### src/rtl/sync_delay_pkg.sv
// Shared definitions for the auto-sync trigger delay block.
// Holds FSM state encodings, default widths and sync_time field offsets.
// No logic; imported by sync_delay and its counter.
package sync_delay_pkg;

    // Default widths; TIME_BITS must match the upstream sync_timer stage
    localparam int TIME_BITS_DEF  = 8;
    localparam int DELAY_BITS_DEF = 12;

    // Field index within sync_time = {t1_PS, t0_PS, t1, t0}
    localparam int FLD_T0    = 0;
    localparam int FLD_T1    = 1;
    localparam int FLD_T0_PS = 2;
    localparam int FLD_T1_PS = 3;

    typedef enum logic [1:0] {
        ST_IDLE  = 2'd0,
        ST_CALC1 = 2'd1,
        ST_CALC2 = 2'd2,
        ST_COUNT = 2'd3
    } state_t;

endpackage

### src/rtl/sync_delay_counter.sv
// Purpose: loadable down-counter that times out the trigger delay.
// Latency: o_done is a registered pulse in the cycle after the count reaches 1.
// Backpressure: none; load has priority over enable.
module delay_counter #(
    parameter int DELAY_BITS = 12
) (
    input  logic                  i_clk,
    input  logic                  i_rst_n,
    input  logic                  i_load,
    input  logic [DELAY_BITS-1:0] i_val,
    input  logic                  i_en,
    output logic                  o_last,
    output logic                  o_done
);

    logic [DELAY_BITS-1:0] r_cnt;
    logic                  r_done;

    assign o_last = (r_cnt == DELAY_BITS'(1));
    assign o_done = r_done;

    // Count register: load wins, otherwise decrement while enabled and non-zero
    always_ff @(posedge i_clk or negedge i_rst_n) begin
        if (!i_rst_n) begin
            r_cnt <= '0;
        end else if (i_load) begin
            r_cnt <= i_val;
        end else if (i_en && (r_cnt != '0)) begin
            r_cnt <= r_cnt - DELAY_BITS'(1);
        end
    end

    // Done pulse: one cycle, raised as the last enabled count is consumed
    always_ff @(posedge i_clk or negedge i_rst_n) begin
        if (!i_rst_n) begin
            r_done <= 1'b0;
        end else begin
            r_done <= i_en && !i_load && o_last;
        end
    end

endmodule

### src/rtl/sync_delay.sv
// Purpose: derive start-trigger delay from auto-sync results and delay trg_in edges by it
//          (optional SYNC_DELAY_AVG_EN averages t0 and t0_PS for the round-trip time).
// Latency: as_done -> delay_value 2 cycles; trigger edge -> trg_out max(delay,1) cycles. No backpressure.
module sync_delay
    import sync_delay_pkg::*;
#(
    parameter int TIME_BITS  = TIME_BITS_DEF,
    parameter int DELAY_BITS = DELAY_BITS_DEF
) (
    input  logic                   clock_det,
    input  logic                   reset_n_det,
    input  logic                   as_prim,
    input  logic                   as_done,
    input  logic                   as_timeout,
    input  logic [4*TIME_BITS-1:0] sync_time,
    input  logic [DELAY_BITS-1:0]  delay_offset,
    input  logic                   trg_in,
    output logic                   trg_out,
    output logic [DELAY_BITS-1:0]  delay_value,
    output logic                   delay_valid,
    output logic                   delay_err,
    output logic                   trg_lost,
    output logic                   busy
);

    state_t                r_state;
    state_t                w_state_nxt;
    logic                  r_trg_ff;
    logic                  w_edge;

    // Latched measurement
    logic                  r_prim;
    logic                  r_tmo;
    logic [TIME_BITS-1:0]  r_t0;
`ifdef SYNC_DELAY_AVG_EN
    logic [TIME_BITS-1:0]  r_t0ps;
    logic [TIME_BITS:0]    w_avg;
`endif
    logic [DELAY_BITS-1:0] r_off;
    logic                  r_pend;

    logic [DELAY_BITS:0]   w_rt;
    logic [DELAY_BITS:0]   w_sum;
    logic [DELAY_BITS:0]   r_sum;
    logic [DELAY_BITS-1:0] r_delay;
    logic                  r_valid;
    logic                  r_err;
    logic                  r_lost;

    // FSM control strobes
    logic                  w_latch;
    logic                  w_calc;
    logic                  w_apply;
    logic                  w_load;
    logic                  w_lost;
    logic                  w_pend_set;
    logic                  w_pend_clr;
    logic [DELAY_BITS-1:0] w_load_val;
    logic                  w_cnt_en;
    logic                  w_last;
    logic                  w_done;

    assign w_edge      = trg_in && !r_trg_ff;
    // A zero delay still costs one cycle, so it is counted as one
    assign w_load_val  = (r_delay == '0) ? DELAY_BITS'(1) : r_delay;
    assign w_cnt_en    = (r_state == ST_COUNT);

    assign trg_out     = w_done;
    assign delay_value = r_delay;
    assign delay_valid = r_valid;
    assign delay_err   = r_err;
    assign trg_lost    = r_lost;
    assign busy        = (r_state != ST_IDLE);

    // Trigger edge-detect flop
    always_ff @(posedge clock_det or negedge reset_n_det) begin
        if (!reset_n_det) begin
            r_trg_ff <= 1'b0;
        end else begin
            r_trg_ff <= trg_in;
        end
    end

    // State register
    always_ff @(posedge clock_det or negedge reset_n_det) begin
        if (!reset_n_det) begin
            r_state <= ST_IDLE;
        end else begin
            r_state <= w_state_nxt;
        end
    end

    // Next-state and control strobes
    always_comb begin
        w_state_nxt = r_state;
        w_latch     = 1'b0;
        w_calc      = 1'b0;
        w_apply     = 1'b0;
        w_load      = 1'b0;
        w_lost      = 1'b0;
        w_pend_set  = 1'b0;
        w_pend_clr  = 1'b0;
        case (r_state)
            ST_IDLE: begin
                if (as_done) begin
                    // Measurement wins over a coincident trigger
                    w_latch     = 1'b1;
                    w_lost      = w_edge;
                    w_state_nxt = ST_CALC1;
                end else if (w_edge) begin
                    w_load      = 1'b1;
                    w_state_nxt = ST_COUNT;
                end
            end
            ST_CALC1: begin
                w_calc      = 1'b1;
                w_lost      = w_edge;
                w_state_nxt = ST_CALC2;
            end
            ST_CALC2: begin
                w_apply     = 1'b1;
                w_lost      = w_edge;
                w_state_nxt = ST_IDLE;
            end
            ST_COUNT: begin
                // Late results are parked and applied once the running count ends
                w_latch = as_done;
                w_lost  = w_edge;
                if (w_last) begin
                    w_pend_clr  = 1'b1;
                    w_state_nxt = (r_pend || as_done) ? ST_CALC1 : ST_IDLE;
                end else begin
                    w_pend_set = as_done;
                end
            end
            default: w_state_nxt = ST_IDLE;
        endcase
    end

    // Capture measurement inputs on as_done
    always_ff @(posedge clock_det or negedge reset_n_det) begin
        if (!reset_n_det) begin
            r_prim <= 1'b0;
            r_tmo  <= 1'b0;
            r_t0   <= '0;
`ifdef SYNC_DELAY_AVG_EN
            r_t0ps <= '0;
`endif
            r_off  <= '0;
        end else if (w_latch) begin
            r_prim <= as_prim;
            r_tmo  <= as_timeout;
            r_t0   <= sync_time[FLD_T0*TIME_BITS +: TIME_BITS];
`ifdef SYNC_DELAY_AVG_EN
            r_t0ps <= sync_time[FLD_T0_PS*TIME_BITS +: TIME_BITS];
`endif
            r_off  <= delay_offset;
        end
    end

    // Pending-measurement flag for as_done seen while counting
    always_ff @(posedge clock_det or negedge reset_n_det) begin
        if (!reset_n_det) begin
            r_pend <= 1'b0;
        end else if (w_pend_clr) begin
            r_pend <= 1'b0;
        end else if (w_pend_set) begin
            r_pend <= 1'b1;
        end
    end

    // Round-trip time, one extra bit so the sum can flag overflow
`ifdef SYNC_DELAY_AVG_EN
    assign w_avg = ({1'b0, r_t0} + {1'b0, r_t0ps} + (TIME_BITS+1)'(1)) >> 1;
    assign w_rt  = (DELAY_BITS+1)'(w_avg);
`else
    assign w_rt  = (DELAY_BITS+1)'(r_t0);
`endif
    assign w_sum = (r_prim && !r_tmo) ? ((w_rt >> 1) + (DELAY_BITS+1)'(r_off))
                                      : (DELAY_BITS+1)'(r_off);

    // CALC1 sum register, CALC2 saturating apply
    always_ff @(posedge clock_det or negedge reset_n_det) begin
        if (!reset_n_det) begin
            r_sum   <= '0;
            r_delay <= '0;
            r_valid <= 1'b0;
            r_err   <= 1'b0;
        end else begin
            if (w_calc) begin
                r_sum <= w_sum;
            end
            if (w_apply) begin
                r_delay <= r_sum[DELAY_BITS] ? '1 : r_sum[DELAY_BITS-1:0];
                r_valid <= 1'b1;
                r_err   <= r_tmo;
            end
        end
    end

    // Sticky lost-trigger flag
    always_ff @(posedge clock_det or negedge reset_n_det) begin
        if (!reset_n_det) begin
            r_lost <= 1'b0;
        end else if (w_lost) begin
            r_lost <= 1'b1;
        end
    end

    delay_counter #(
        .DELAY_BITS (DELAY_BITS)
    ) u_cnt (
        .i_clk   (clock_det),
        .i_rst_n (reset_n_det),
        .i_load  (w_load),
        .i_val   (w_load_val),
        .i_en    (w_cnt_en),
        .o_last  (w_last),
        .o_done  (w_done)
    );

endmodule

### config.mk
export PLATFORM = sky130hd
export DESIGN_NAME = sync_delay
export DESIGN_NICKNAME = d
export VERILOG_FILES = /design/src/rtl/sync_delay_pkg.sv /design/src/rtl/sync_delay_counter.sv /design/src/rtl/sync_delay.sv
export SDC_FILE = /design/constraint.sdc
export NUM_CORES = 1
export LEC_CHECK = 0
export BUFFER_PORTS_ARGS = -buffer_cell sky130_fd_sc_hd__buf_2
export CORE_AREA = 3 3 84 86
export DETAILED_ROUTE_END_ITERATION = 10
export DIE_AREA = 0 0 87 89
export HOLD_SLACK_MARGIN = 0.02
export PLACE_DENSITY = 0.77
export SLEW_MARGIN = 20
export SYNTH_ARGS = -nofsm -noshare
export SYNTH_HDL_FRONTEND = slang
export SYNTH_SLANG_ARGS = --single-unit
### constraint.sdc
create_clock -name clock_det -period 2.2 [get_ports clock_det]
set_clock_uncertainty 0.15 [all_clocks]
set_input_delay 0.66 -clock clock_det [delete_from_list [all_inputs] [get_ports clock_det]]
set_output_delay 0.66 -clock clock_det [all_outputs]
set_load 0.01 [all_outputs]
==> impl_results.md <==
- Run status: finished, final reports clean
- Initial antenna violation count: 0
- Met1 Routed Length: between 3000 and 4000 um
- CP max FO: 6
- CP required: 1.39 ns
- Hold-fix buffers, CTS: 0
- Worst path max stage delay: 0.45 ns
- Largest net degree at the start of global routing: 67
- HP Class: in2async
- WP buf/inv: 3
- Clock Latency Late Sink: roughly 0.35 ns
- Fraction of registers with async set or reset after synthesis: 100%
- Reg2reg setup slack: 0.10 ns
- Port Buffers: slightly above 40
- Leakage power: 0.00180 uW
- Via/cell ratio: 5.73
- Cell count after synthesis: 343
- Htree depth: 3
- Pre-antenna DRT Iters: 4
- Drt wl/cell: 15.1 um
- Fmax: 468 MHz
- CP cell instances: inv_1, ha_2, inv_1, buf_2
- Clock buffer depth: 2
- CTS Sinks: 66
- Root Driver: clkbuf_8
- PostCTS Resize Cnt: 2
- Avg Inst Size Synth: roughly 10 um^2
- Worst vdd ir: 0.000907 V
- Total CTS buffers: 9
- Post-CTS Setup Inserts: 0
- DR iter-0 viols: 192
- Gpl congestion: roughly 0.86
- Hold Vio Cnt, Final: 0
- Half-perimeter wire length after placement: 5170 um
- Post-Syn Nets: 410
- DR DRC count: 0
- DIE AREA: 7740 um^2
- Crit path DAT: 1.32 ns
- Rel. slew slack: 74.2%
- Min Hold Slack: 0.137 ns
- Most used DFF post-synth: dfrtp_1
- Period utilization: 97.0%
- Gr usage total: roughly a fifth
- Met2 WL: 3590 um
- P per Cell Area: 1540 nW/um^2
- First-pass GRT wire length: 12300 um
- Initial core utilization: a little over half
- # setup viols final: 0
- Top Metal Used: met4
- RSZ-0062 raised after global routing: true
- Worst-path clk slew: 0.08 ns
- Fin. max-slew vios: 0
- CTS tree: built
- Area delta synth->final: 18.0%
- Critical path's most frequent cell: inv_1
- Crit Reg-Reg Startpoint: r_off[5]$_DFFE_PN0P_
- Vias in the first global route: 2669
- Layout cells sized above 1: between 20% and 30%
- Post-synthesis register bit count: 66
- Routed wire length: 7200 um
- Startpoint types: flop
- Ports: 67
- Crit-path leading delay family: flip-flops
- Diode count: 0
- Critical path class: reg2out
- Met3 WL: approximately 340 um
- Distinct cell type count after synthesis: 56
- Register area share after synthesis: 47.8%
- Core area: 6350 um^2
- Post-synthesis cell area: 3460 um^2
- Dpl cell area: approximately 3800 um^2
- Total gr overflow: 0
- Slew @ Worst Pin: a little under 0.4 ns
- Final Instance Area: 4080 um^2
- Post-synth EDFFs: 0
- Total Power: 6290 uW
- Slowest CP cell: dfrtp_2
- Reg-to-Reg End: r_sum[10]$_DFFE_PN0P_
- # Max-Cap Violations: 0
- Number of routed nets with antenna violations: 0
- Inst Count DP: 462
- Worst Setup End Kind: output pin
- Final std cells w/o fill: 478
- Nets@finish: between 400 and 500
- Tmin final: about 2.1 ns
- DIE HEIGHT: 89 um
- Rows: 29
- YS warnings: 0
- DR vias: roughly 2700
- Reg2Reg Depth: 5
- Die width: 87 um
[cells by family after synthesis]
kind of cell    count (synthesis)  share of synthesized area [%]
fa+ha+maj                      17                           6.37
compound gates                 75                           13.7
simple gates                  126                           18.9
mux                            28                           9.01
xor+xnor                        5                           1.27
flops                          66                           47.8
buf+inv                        26                           2.97
[cell usage in the layout, fill, tap and decap left out, types with 4 or more instances in the layout]
master,n
a21oi_1,29
a31oi_1,10
and3_1,6
buf_2,41
buf_4,13
clkbuf_8,10
dfrtp_1,64
ha_1,15
inv_1,11
mux2_2,23
nand2_1,31
nand3_1,13
nand4_1,7
nor2_1,35
nor3_1,6
o211ai_1,4
o21ai_0,10
or4_1,4
xnor2_1,4
[cell usage after synthesis, types with 2 or more instances]
master	number	area [um^2]
a2111o_1	2	22.5
o21ai_0	10	50.1
nand4bb_1	2	22.5
nor4_1	3	18.8
nand3_1	13	65.1
a21oi_1	30	150
nand2_1	31	116
mux2i_1	3	30.0
a31oi_1	10	62.6
mux2_2	23	259
or4_1	4	30.0
buf_2	4	20.0
and2_1	2	12.5
xnor2_1	4	35.0
nand3b_1	2	15.0
o31ai_1	3	22.5
ha_1	16	200
nor3_2	2	20.0
inv_1	12	45.0
clkbuf_1	10	37.5
nor2_1	35	131
a21o_1	3	22.5
o211ai_1	4	30.0
nor3_1	6	30.0
and3_1	6	37.5
dfrtp_1	66	1650
mux2_1	2	22.5
nand4_1	7	43.8
[metrics by stage]
step	setup slack (ns)	util [%]	setup TNS [ns]
floorplan	0.289	-	0
global placement	0.108	60.6	0
detailed placement	0.0613	60.6	0
CTS	0.0357	64.0	0
global route	-0.00766	64.2	-0.00766
finish	0.0650	64.2	0
[routing by layer]
| layer | track usage, % | up-vias |
|---|---|---|
| met5 | 0 | - |
| met4 | 9.49 | 0 |
| met3 | 3.41 | 7 |
| met2 | 34.8 | 61 |
| met1 | 25.3 | 1315 |
| li1 | - | 1354 |
[worst max path at each step]
stage / to / slack (ns) / from / cells after the start
after floorplan: r_sum[12]$_DFFE_PN0P_ / 0.29 / r_t0[1]$_DFFE_PN0P_ / 6
after global placement: r_sum[12]$_DFFE_PN0P_ / 0.11 / r_off[0]$_DFFE_PN0P_ / 6
after detailed placement: r_sum[12]$_DFFE_PN0P_ / 0.06 / r_off[0]$_DFFE_PN0P_ / 6
after CTS: busy / 0.04 / r_state[1]$_DFFE_PN0P_ / 4
after global routing: busy / -0.008 / r_state[1]$_DFFE_PN0P_ / 4
final: busy / 0.07 / r_state[1]$_DFFE_PN0P_ / 4
[where the power goes]
part           internal [uW]  switching (uW)
clock network            665             473
logic                   1320            1480
registers               1790             570
[flip-flops by register name, summed over array words and instances (netlist names)]
name,cells
r_off,12
r_sum,13
r_tmo,1
delay_value,12
r_pend,1
r_trg_ff,1
u_cnt.o_done,1
r_prim,1
r_state,2
trg_lost,1
u_cnt.r_cnt,12
r_t0,7
delay_valid,1
delay_err,1
[area by class of cell]
class | count | area, um^2
multi-input cells | 251 | 1720
clock inverters | 5 | 77.6
inverters | 12 | 45.0
well taps | 77 | 96.3
repair buffers | 56 | 343
flip-flops and latches | 66 | 1650
clock buffers | 11 | 141
fillers | 513 | 2270
No activity file was read; power rests on OpenSTA's default activity.
